===== config.mk =====
export PLATFORM = sky130hd
export DESIGN_NAME = mem_arbiter_flat
export DESIGN_NICKNAME = d
export VERILOG_FILES = /design/src/rtl/mem_arbiter_if.sv /design/src/rtl/mem_arbiter.sv /design/src/flat_wrapper.sv
export SDC_FILE = /design/constraint.sdc
export NUM_CORES = 1
export LEC_CHECK = 0
export ABC_AREA = 1
export CORE_MARGIN = 5
export CORE_UTILIZATION = 35
export CTS_CLUSTER_SIZE = 20
export DETAILED_ROUTE_END_ITERATION = 16
export PLACE_DENSITY = 0.69
export SLEW_MARGIN = 15
export SYNTH_ARGS = -nofsm -noshare
export SYNTH_HDL_FRONTEND = slang
export SYNTH_SLANG_ARGS = --single-unit

===== constraint.sdc =====
create_clock -name clk -period 13.25 [get_ports clk]
set_clock_uncertainty 0.1 [all_clocks]
set_input_delay 1.325 -clock clk [delete_from_list [all_inputs] [get_ports clk]]
set_output_delay 1.325 -clock clk [all_outputs]
set_load 0.02 [all_outputs]

===== src/rtl/mem_arbiter_if.sv =====
// Bus bundle between the fetch/data requesters, the arbiter and shared memory.
//   master : arbiter view (takes requests, drives acks/rdata and memory commands)
//   slave  : environment view (requesters plus memory)
interface mem_arbiter_if #(
    parameter int unsigned ADDR_W = 32,
    parameter int unsigned DATA_W = 32
);
    localparam int unsigned MASK_W = DATA_W / 8;

    // instruction-fetch port
    logic              i_req;
    logic [ADDR_W-1:0] i_addr;
    logic              i_ack;
    logic [DATA_W-1:0] i_rdata;

    // data port
    logic              d_req;
    logic              d_we;
    logic [ADDR_W-1:0] d_addr;
    logic [DATA_W-1:0] d_wdata;
    logic [MASK_W-1:0] d_wmask;
    logic              d_ack;
    logic [DATA_W-1:0] d_rdata;

    // shared memory port
    logic              mem_req_valid;
    logic              mem_req_ready;
    logic              mem_rnw;
    logic [ADDR_W-1:0] mem_addr;
    logic [DATA_W-1:0] mem_wdata;
    logic [MASK_W-1:0] mem_wmask;
    logic              mem_resp_valid;
    logic [DATA_W-1:0] mem_rdata;

    modport master (
        input  i_req, i_addr,
        output i_ack, i_rdata,
        input  d_req, d_we, d_addr, d_wdata, d_wmask,
        output d_ack, d_rdata,
        output mem_req_valid, mem_rnw, mem_addr, mem_wdata, mem_wmask,
        input  mem_req_ready, mem_resp_valid, mem_rdata
    );

    modport slave (
        output i_req, i_addr,
        input  i_ack, i_rdata,
        output d_req, d_we, d_addr, d_wdata, d_wmask,
        input  d_ack, d_rdata,
        input  mem_req_valid, mem_rnw, mem_addr, mem_wdata, mem_wmask,
        output mem_req_ready, mem_resp_valid, mem_rdata
    );
endinterface


===== src/rtl/mem_arbiter.sv =====
// Two-port (fetch/data) arbiter onto a single shared memory, one transaction
// in flight. Alternates grants on a tie, starting with data after reset.
//   clk  : clock, rising edge
//   rst  : asynchronous active-high reset
//   bus  : mem_arbiter_if.master (requester ports and memory command/response)
//   busy : high whenever the FSM is not idle
module mem_arbiter #(
    parameter int unsigned ADDR_W = 32,
    parameter int unsigned DATA_W = 32
) (
    input  logic          clk,
    input  logic          rst,
    mem_arbiter_if.master bus,
    output logic          busy
);
    localparam int unsigned MASK_W = DATA_W / 8;

    typedef enum logic [1:0] {IDLE, ISSUE, WAIT, ACK} state_t;

    state_t state;
    logic   grant_data;   // current transaction belongs to the data port
    logic   last_grant;   // 1 = data was granted last, 0 = fetch
    logic   pick_data_c;

    // Data wins when alone, or on a tie when fetch was granted last.
    assign pick_data_c = bus.d_req && (!bus.i_req || !last_grant);

    // Control FSM; the mem_* outputs double as the latched command register.
    always_ff @(posedge clk or posedge rst) begin
        if (rst) begin
            state             <= IDLE;
            busy              <= 1'b0;
            grant_data        <= 1'b0;
            last_grant        <= 1'b0;
            bus.mem_req_valid <= 1'b0;
            bus.mem_rnw       <= 1'b0;
            bus.mem_addr      <= ADDR_W'(0);
            bus.mem_wdata     <= DATA_W'(0);
            bus.mem_wmask     <= MASK_W'(0);
            bus.i_ack         <= 1'b0;
            bus.d_ack         <= 1'b0;
            bus.i_rdata       <= DATA_W'(0);
            bus.d_rdata       <= DATA_W'(0);
        end else begin
            bus.i_ack <= 1'b0;
            bus.d_ack <= 1'b0;
            case (state)
                IDLE: begin
                    if (bus.i_req || bus.d_req) begin
                        state             <= ISSUE;
                        busy              <= 1'b1;
                        bus.mem_req_valid <= 1'b1;
                        grant_data        <= pick_data_c;
                        last_grant        <= pick_data_c;
                        if (pick_data_c) begin
                            bus.mem_rnw   <= ~bus.d_we;
                            bus.mem_addr  <= ADDR_W'(bus.d_addr);
                            bus.mem_wdata <= DATA_W'(bus.d_wdata);
                            bus.mem_wmask <= MASK_W'(bus.d_wmask);
                        end else begin
                            bus.mem_rnw   <= 1'b1;
                            bus.mem_addr  <= ADDR_W'(bus.i_addr);
                            bus.mem_wdata <= DATA_W'(0);
                            bus.mem_wmask <= MASK_W'(0);
                        end
                    end
                end
                ISSUE: begin
                    // A response during the handshake cycle is not ours yet.
                    if (bus.mem_req_ready) begin
                        bus.mem_req_valid <= 1'b0;
                        state             <= WAIT;
                    end
                end
                WAIT: begin
                    if (bus.mem_resp_valid) begin
                        state <= ACK;
                        if (grant_data) begin
                            bus.d_ack <= 1'b1;
                            if (bus.mem_rnw) begin
                                bus.d_rdata <= DATA_W'(bus.mem_rdata);
                            end
                        end else begin
                            bus.i_ack   <= 1'b1;
                            bus.i_rdata <= DATA_W'(bus.mem_rdata);
                        end
                    end
                end
                ACK: begin
                    // Ack pulse is visible during this state; no arbitration here.
                    state <= IDLE;
                    busy  <= 1'b0;
                end
                default: begin
                    state <= IDLE;
                    busy  <= 1'b0;
                end
            endcase
        end
    end
endmodule


===== src/flat_wrapper.sv =====
// flat-port wrapper written by rule: the top's interface ports become plain ports
module mem_arbiter_flat 
#(
    parameter int unsigned ADDR_W = 32,
    parameter int unsigned DATA_W = 32
)
  (clk, rst, busy, bus_i_req, bus_i_addr, bus_i_ack, bus_i_rdata, bus_d_req, bus_d_we, bus_d_addr, bus_d_wdata, bus_d_wmask, bus_d_ack, bus_d_rdata, bus_mem_req_valid, bus_mem_rnw, bus_mem_addr, bus_mem_wdata, bus_mem_wmask, bus_mem_req_ready, bus_mem_resp_valid, bus_mem_rdata);
  mem_arbiter_if #(.ADDR_W(ADDR_W), .DATA_W(DATA_W)) bus_i ();
  input  logic clk;
  input  logic rst;
  output logic busy;
  input wire logic [$bits(bus_i.i_req)-1:0] bus_i_req;
  input wire logic [$bits(bus_i.i_addr)-1:0] bus_i_addr;
  output wire logic [$bits(bus_i.i_ack)-1:0] bus_i_ack;
  output wire logic [$bits(bus_i.i_rdata)-1:0] bus_i_rdata;
  input wire logic [$bits(bus_i.d_req)-1:0] bus_d_req;
  input wire logic [$bits(bus_i.d_we)-1:0] bus_d_we;
  input wire logic [$bits(bus_i.d_addr)-1:0] bus_d_addr;
  input wire logic [$bits(bus_i.d_wdata)-1:0] bus_d_wdata;
  input wire logic [$bits(bus_i.d_wmask)-1:0] bus_d_wmask;
  output wire logic [$bits(bus_i.d_ack)-1:0] bus_d_ack;
  output wire logic [$bits(bus_i.d_rdata)-1:0] bus_d_rdata;
  output wire logic [$bits(bus_i.mem_req_valid)-1:0] bus_mem_req_valid;
  output wire logic [$bits(bus_i.mem_rnw)-1:0] bus_mem_rnw;
  output wire logic [$bits(bus_i.mem_addr)-1:0] bus_mem_addr;
  output wire logic [$bits(bus_i.mem_wdata)-1:0] bus_mem_wdata;
  output wire logic [$bits(bus_i.mem_wmask)-1:0] bus_mem_wmask;
  input wire logic [$bits(bus_i.mem_req_ready)-1:0] bus_mem_req_ready;
  input wire logic [$bits(bus_i.mem_resp_valid)-1:0] bus_mem_resp_valid;
  input wire logic [$bits(bus_i.mem_rdata)-1:0] bus_mem_rdata;
  assign bus_i.i_req = bus_i_req;
  assign bus_i.i_addr = bus_i_addr;
  assign bus_i_ack = bus_i.i_ack;
  assign bus_i_rdata = bus_i.i_rdata;
  assign bus_i.d_req = bus_d_req;
  assign bus_i.d_we = bus_d_we;
  assign bus_i.d_addr = bus_d_addr;
  assign bus_i.d_wdata = bus_d_wdata;
  assign bus_i.d_wmask = bus_d_wmask;
  assign bus_d_ack = bus_i.d_ack;
  assign bus_d_rdata = bus_i.d_rdata;
  assign bus_mem_req_valid = bus_i.mem_req_valid;
  assign bus_mem_rnw = bus_i.mem_rnw;
  assign bus_mem_addr = bus_i.mem_addr;
  assign bus_mem_wdata = bus_i.mem_wdata;
  assign bus_mem_wmask = bus_i.mem_wmask;
  assign bus_i.mem_req_ready = bus_mem_req_ready;
  assign bus_i.mem_resp_valid = bus_mem_resp_valid;
  assign bus_i.mem_rdata = bus_mem_rdata;
  mem_arbiter #(.ADDR_W(ADDR_W), .DATA_W(DATA_W)) u_core (.clk(clk), .rst(rst), .bus(bus_i), .busy(busy));
endmodule

==> impl_metrics.toml <==
[status]
status = "finished clean"

[critical_path]
regToRegSetupSlack_ns = 10.82
crit_buf_inv = 2
endpoint_kind = "flop"
cp_max_fo = 38
start_kind = "input pin"
cp.required_ns = 13.50
rr_worst_depth = 8
rr_startpoint = "u_core.state[0]$_DFFE_PP0P_"
path_cells = "clkdlybuf4s50_1 > nand2_2 > nand2_2 > nor2_2 > buf_4 > nand2_1 > nand2_1"
r2r_end = "u_core.bus.mem_addr[17]$_DFFE_PP0P_"
cp_top_family = "simple AND/OR/NAND/NOR gates"
critPathMaxStageDelay_ns = 0.57
crit_arrival_ns = 3.67
slowest_stage = "nand2_2"
critPathKind = "input pin to flop"

[logic_synthesis]
yosys_warnings = 0
syn_nets = 863
synth-compound-area-share_pct = 3.03
syn_area_sq_um = 6040
muxShareOfSynthArea_pct = 0
synthDistinctLibCells = 20
seq_area_frac_synth_pct = 58.0
synth-simple-area-share_pct = 31.5
synth_top_family_by_area = "simple AND/OR/NAND/NOR gates"
avgSynthCellArea_sq_um = 8.39
ys_ff_latch = 140
synth_xor_area_share_pct = 0
synthCells = 719
synthAdderAreaFrac_pct = 1.04

[grt]
grt_first_pass_wirelength_microns = 29800
antenna_found_initial = 0
grt_max_degree = 76
gr-usage-all-layers_pct = 18.8
grt_pass1_vias = 5445
grt_overflow = 0

[power_and_ir_drop]
leakage_nw = 4.70
peakVddDrop_mv = 0.131
switching_share_pct = 38.2
share_comb_of_total_power_pct = 45.7
powerDensity_nw_per_um2 = 240
p_int_w = 0.00142
net-switching-power_w = 0.000878
power_frac_clock_pct = 23.2
seq_power_share_pct = 31.1

[die]
dieWidth_microns = 141
core_sq_um = 17100
die_height_microns = 141
die_area_sq_um = 20000
pin_count = 276
start_util_pct = 35.3
fp-row-count = 48

[timing]
maxSlewViolCount = 0
finalHoldViolCount = 0
relSlewSlack_pct = 27.3
layout_min_cycle_time_ns = 3.43
finalSetupTns_ns = 0
fin_ws_ns = 9.82
rsz0062_at_grt = "no"
fmax_ghz = 0.292
setup_violations = 0
fin_crit_sh_pct = 25.9
tightest_slew_ns = 1.09

[final_layout]
nNetsFinal = 1124
n_antenna_cell = 0
fin_util_pct = 55.9
area_growth_pct = 58.6
multi_input_area_sq_um = 2150
fillers = 1565
drive_gt1_share_pct = 4.54
fin_cells = 1217
seq_area_sq_um = 3500

[clock_network]
cts_tree = "yes"
clk_pin_slew_ns = 0.06
clock_path_buffers = 2
cts_resized = 0
numCtsBuffers = 17
cts_hold_buf = 0
cts_sinks = 140
post_cts_buffers = 0
h-tree-depth = 4
root_buffer = "clkbuf_16"
clock_latency_ns = 0.41

[drt]
wire_per_inst_microns = 15.6
drtIter0Drc = 290
dr.pass1.iters = 4
wl_microns = 18900
vias_per_cell = 4.56
via_count = 5553
ant_nets = 0
drcViolationCount = 0

[placement]
placed_cells_incl_taps = 1186
numPortBuffers = 275
hpwl_microns = 13300
pre_cts_slack_ns = 9.37
gp_congestion = 0.845

[worst_hold_path]
hold_start = "u_core.bus.mem_req_valid$_DFFE_PP0P_"
hold_path_class = "flop to flop"
hold_end = "u_core.bus.mem_req_valid$_DFFE_PP0P_"
min_delay_path_depth = 2

[run]
maxCapViolCount = 0
-- per-stage QoR --
step / area [sq um] / total power [W] / hold WS [ns]
global route: 9570 / 0.00245 / 0.390
global placement: 8910 / 0.00176 / 0.356
finish: 9570 / 0.00230 / 0.372
CTS: 9570 / 0.00233 / 0.376
floorplan: 6040 / 0.00127 / 0.391
detailed placement: 8910 / 0.00178 / 0.363
-- layer usage --
| metal | vias up | track usage (%) | wire length, microns | part of all wire (%) |
|---|---|---|---|---|
| li1 | 2737 | - | - | - |
| met1 | 2586 | 23.6 | 7930 | 42 |
| met2 | 210 | 29.2 | 8570 | 45 |
| met3 | 20 | 8.86 | 2140 | 11 |
| met4 | 0 | 5.10 | 289 | 1.5 |
| met5 | - | 0 | 0 | 0 |
-- synth_stat cells, drive strengths merged --
master,number,area share (%)
dfrtp,140,58
buf,25,2.7
ha,5,1.0
nand4,2,0.21
o21ai,33,2.7
nand3,35,2.9
inv,46,2.9
a21oi,2,0.17
o21bai,1,0.12
nand2,377,24
nor2,7,0.87
nand3b,32,4.0
clkbuf,14,0.87
-- flip-flops by register name, summed over array words and instances, names as in the netlist --
| register | flops |
|---|---|
| u_core.busy | 1 |
| u_core.bus.mem_req_valid | 1 |
| u_core.bus.mem_wmask | 4 |
| u_core.grant_data | 1 |
| u_core.bus.mem_wdata | 32 |
| u_core.bus.d_rdata | 32 |
| u_core.state | 2 |
| u_core.bus.i_ack | 1 |
| u_core.bus.mem_addr | 32 |
| u_core.bus.i_rdata | 32 |
| u_core.bus.d_ack | 1 |
| u_core.bus.mem_rnw | 1 |
-- kinds of logic (layout without fill, tap and decap cells) --
| group | after synthesis | after routing |
|---|---|---|
| adder cells (fa/ha/maj) | 5 | 5 |
| AO/OA/AOI/OAI | 36 | 36 |
| AND/OR/NAND/NOR | 453 | 453 |
| buffers and inverters | 85 | 358 |
| flip-flops | 140 | 140 |
-- worst reg2reg max path: stages, from the launching register on --
cell and delay, ns:
dfrtp_1 0.41, inv_1 0.12, ha_1 0.17, inv_1 0.12
nor2_8 0.46, inv_2 0.34, buf_4 0.38, nand2_1 0.13
nand2_1 0.06
-- layout by cell type, fill, tap and decap left out --
master and n:
nand2_2 2, a21oi_1 2, clkinvlp_4 1, clkbuf_8 2
nor2_2 2, clkinv_4 4, inv_2 1, nand2_1 375
dfrtp_1 140, nand3_1 35, bufinv_16 5, o21bai_1 1
inv_6 3, clkbuf_16 17, o21ai_0 33, nor2_8 1
nand4_1 2, nand3b_1 32, inv_1 44, clkdlybuf4s50_1 275
nor2_4 1, ha_1 5, nor2_1 3, buf_4 6
-- worst max path at each step --
stage                         start  depth (start not counted)                                   end
after floorplan                 rst                          1            u_core.bus.d_ack$_DFF_PP0_
after global placement    bus_i_req                          6        u_core.bus.mem_rnw$_DFFE_PP0P_
after detailed placement  bus_i_req                          7  u_core.bus.mem_wdata[12]$_DFFE_PP0P_
after CTS                 bus_i_req                          7  u_core.bus.mem_wdata[12]$_DFFE_PP0P_
after global routing      bus_i_req                          7  u_core.bus.mem_wdata[12]$_DFFE_PP0P_
final                     bus_i_req                          7  u_core.bus.mem_wdata[12]$_DFFE_PP0P_
-- power groups by stage --
stage	logic (W)	registers [W]	clock network, W
floorplan	0.000332	0.000937	0
global placement	0.00105	0.000718	0
detailed placement	0.00106	0.000719	0
CTS	0.00107	0.000716	0.000544
global route	0.00114	0.000743	0.000562
finish	0.00105	0.000715	0.000532
-- area by class of cell --
type                            count  share of cell area (%)
Inverter                           46                    1.86
Tap cell                          225                    2.94
Timing Repair Buffer              281                    29.2
Sequential cell                   140                    36.6
Clock inverter                     12                    2.20
Clock buffer                       19                    4.73
Multi-Input combinational cell    494                    22.4
Note: power is estimated with default switching activity, not from simulation.
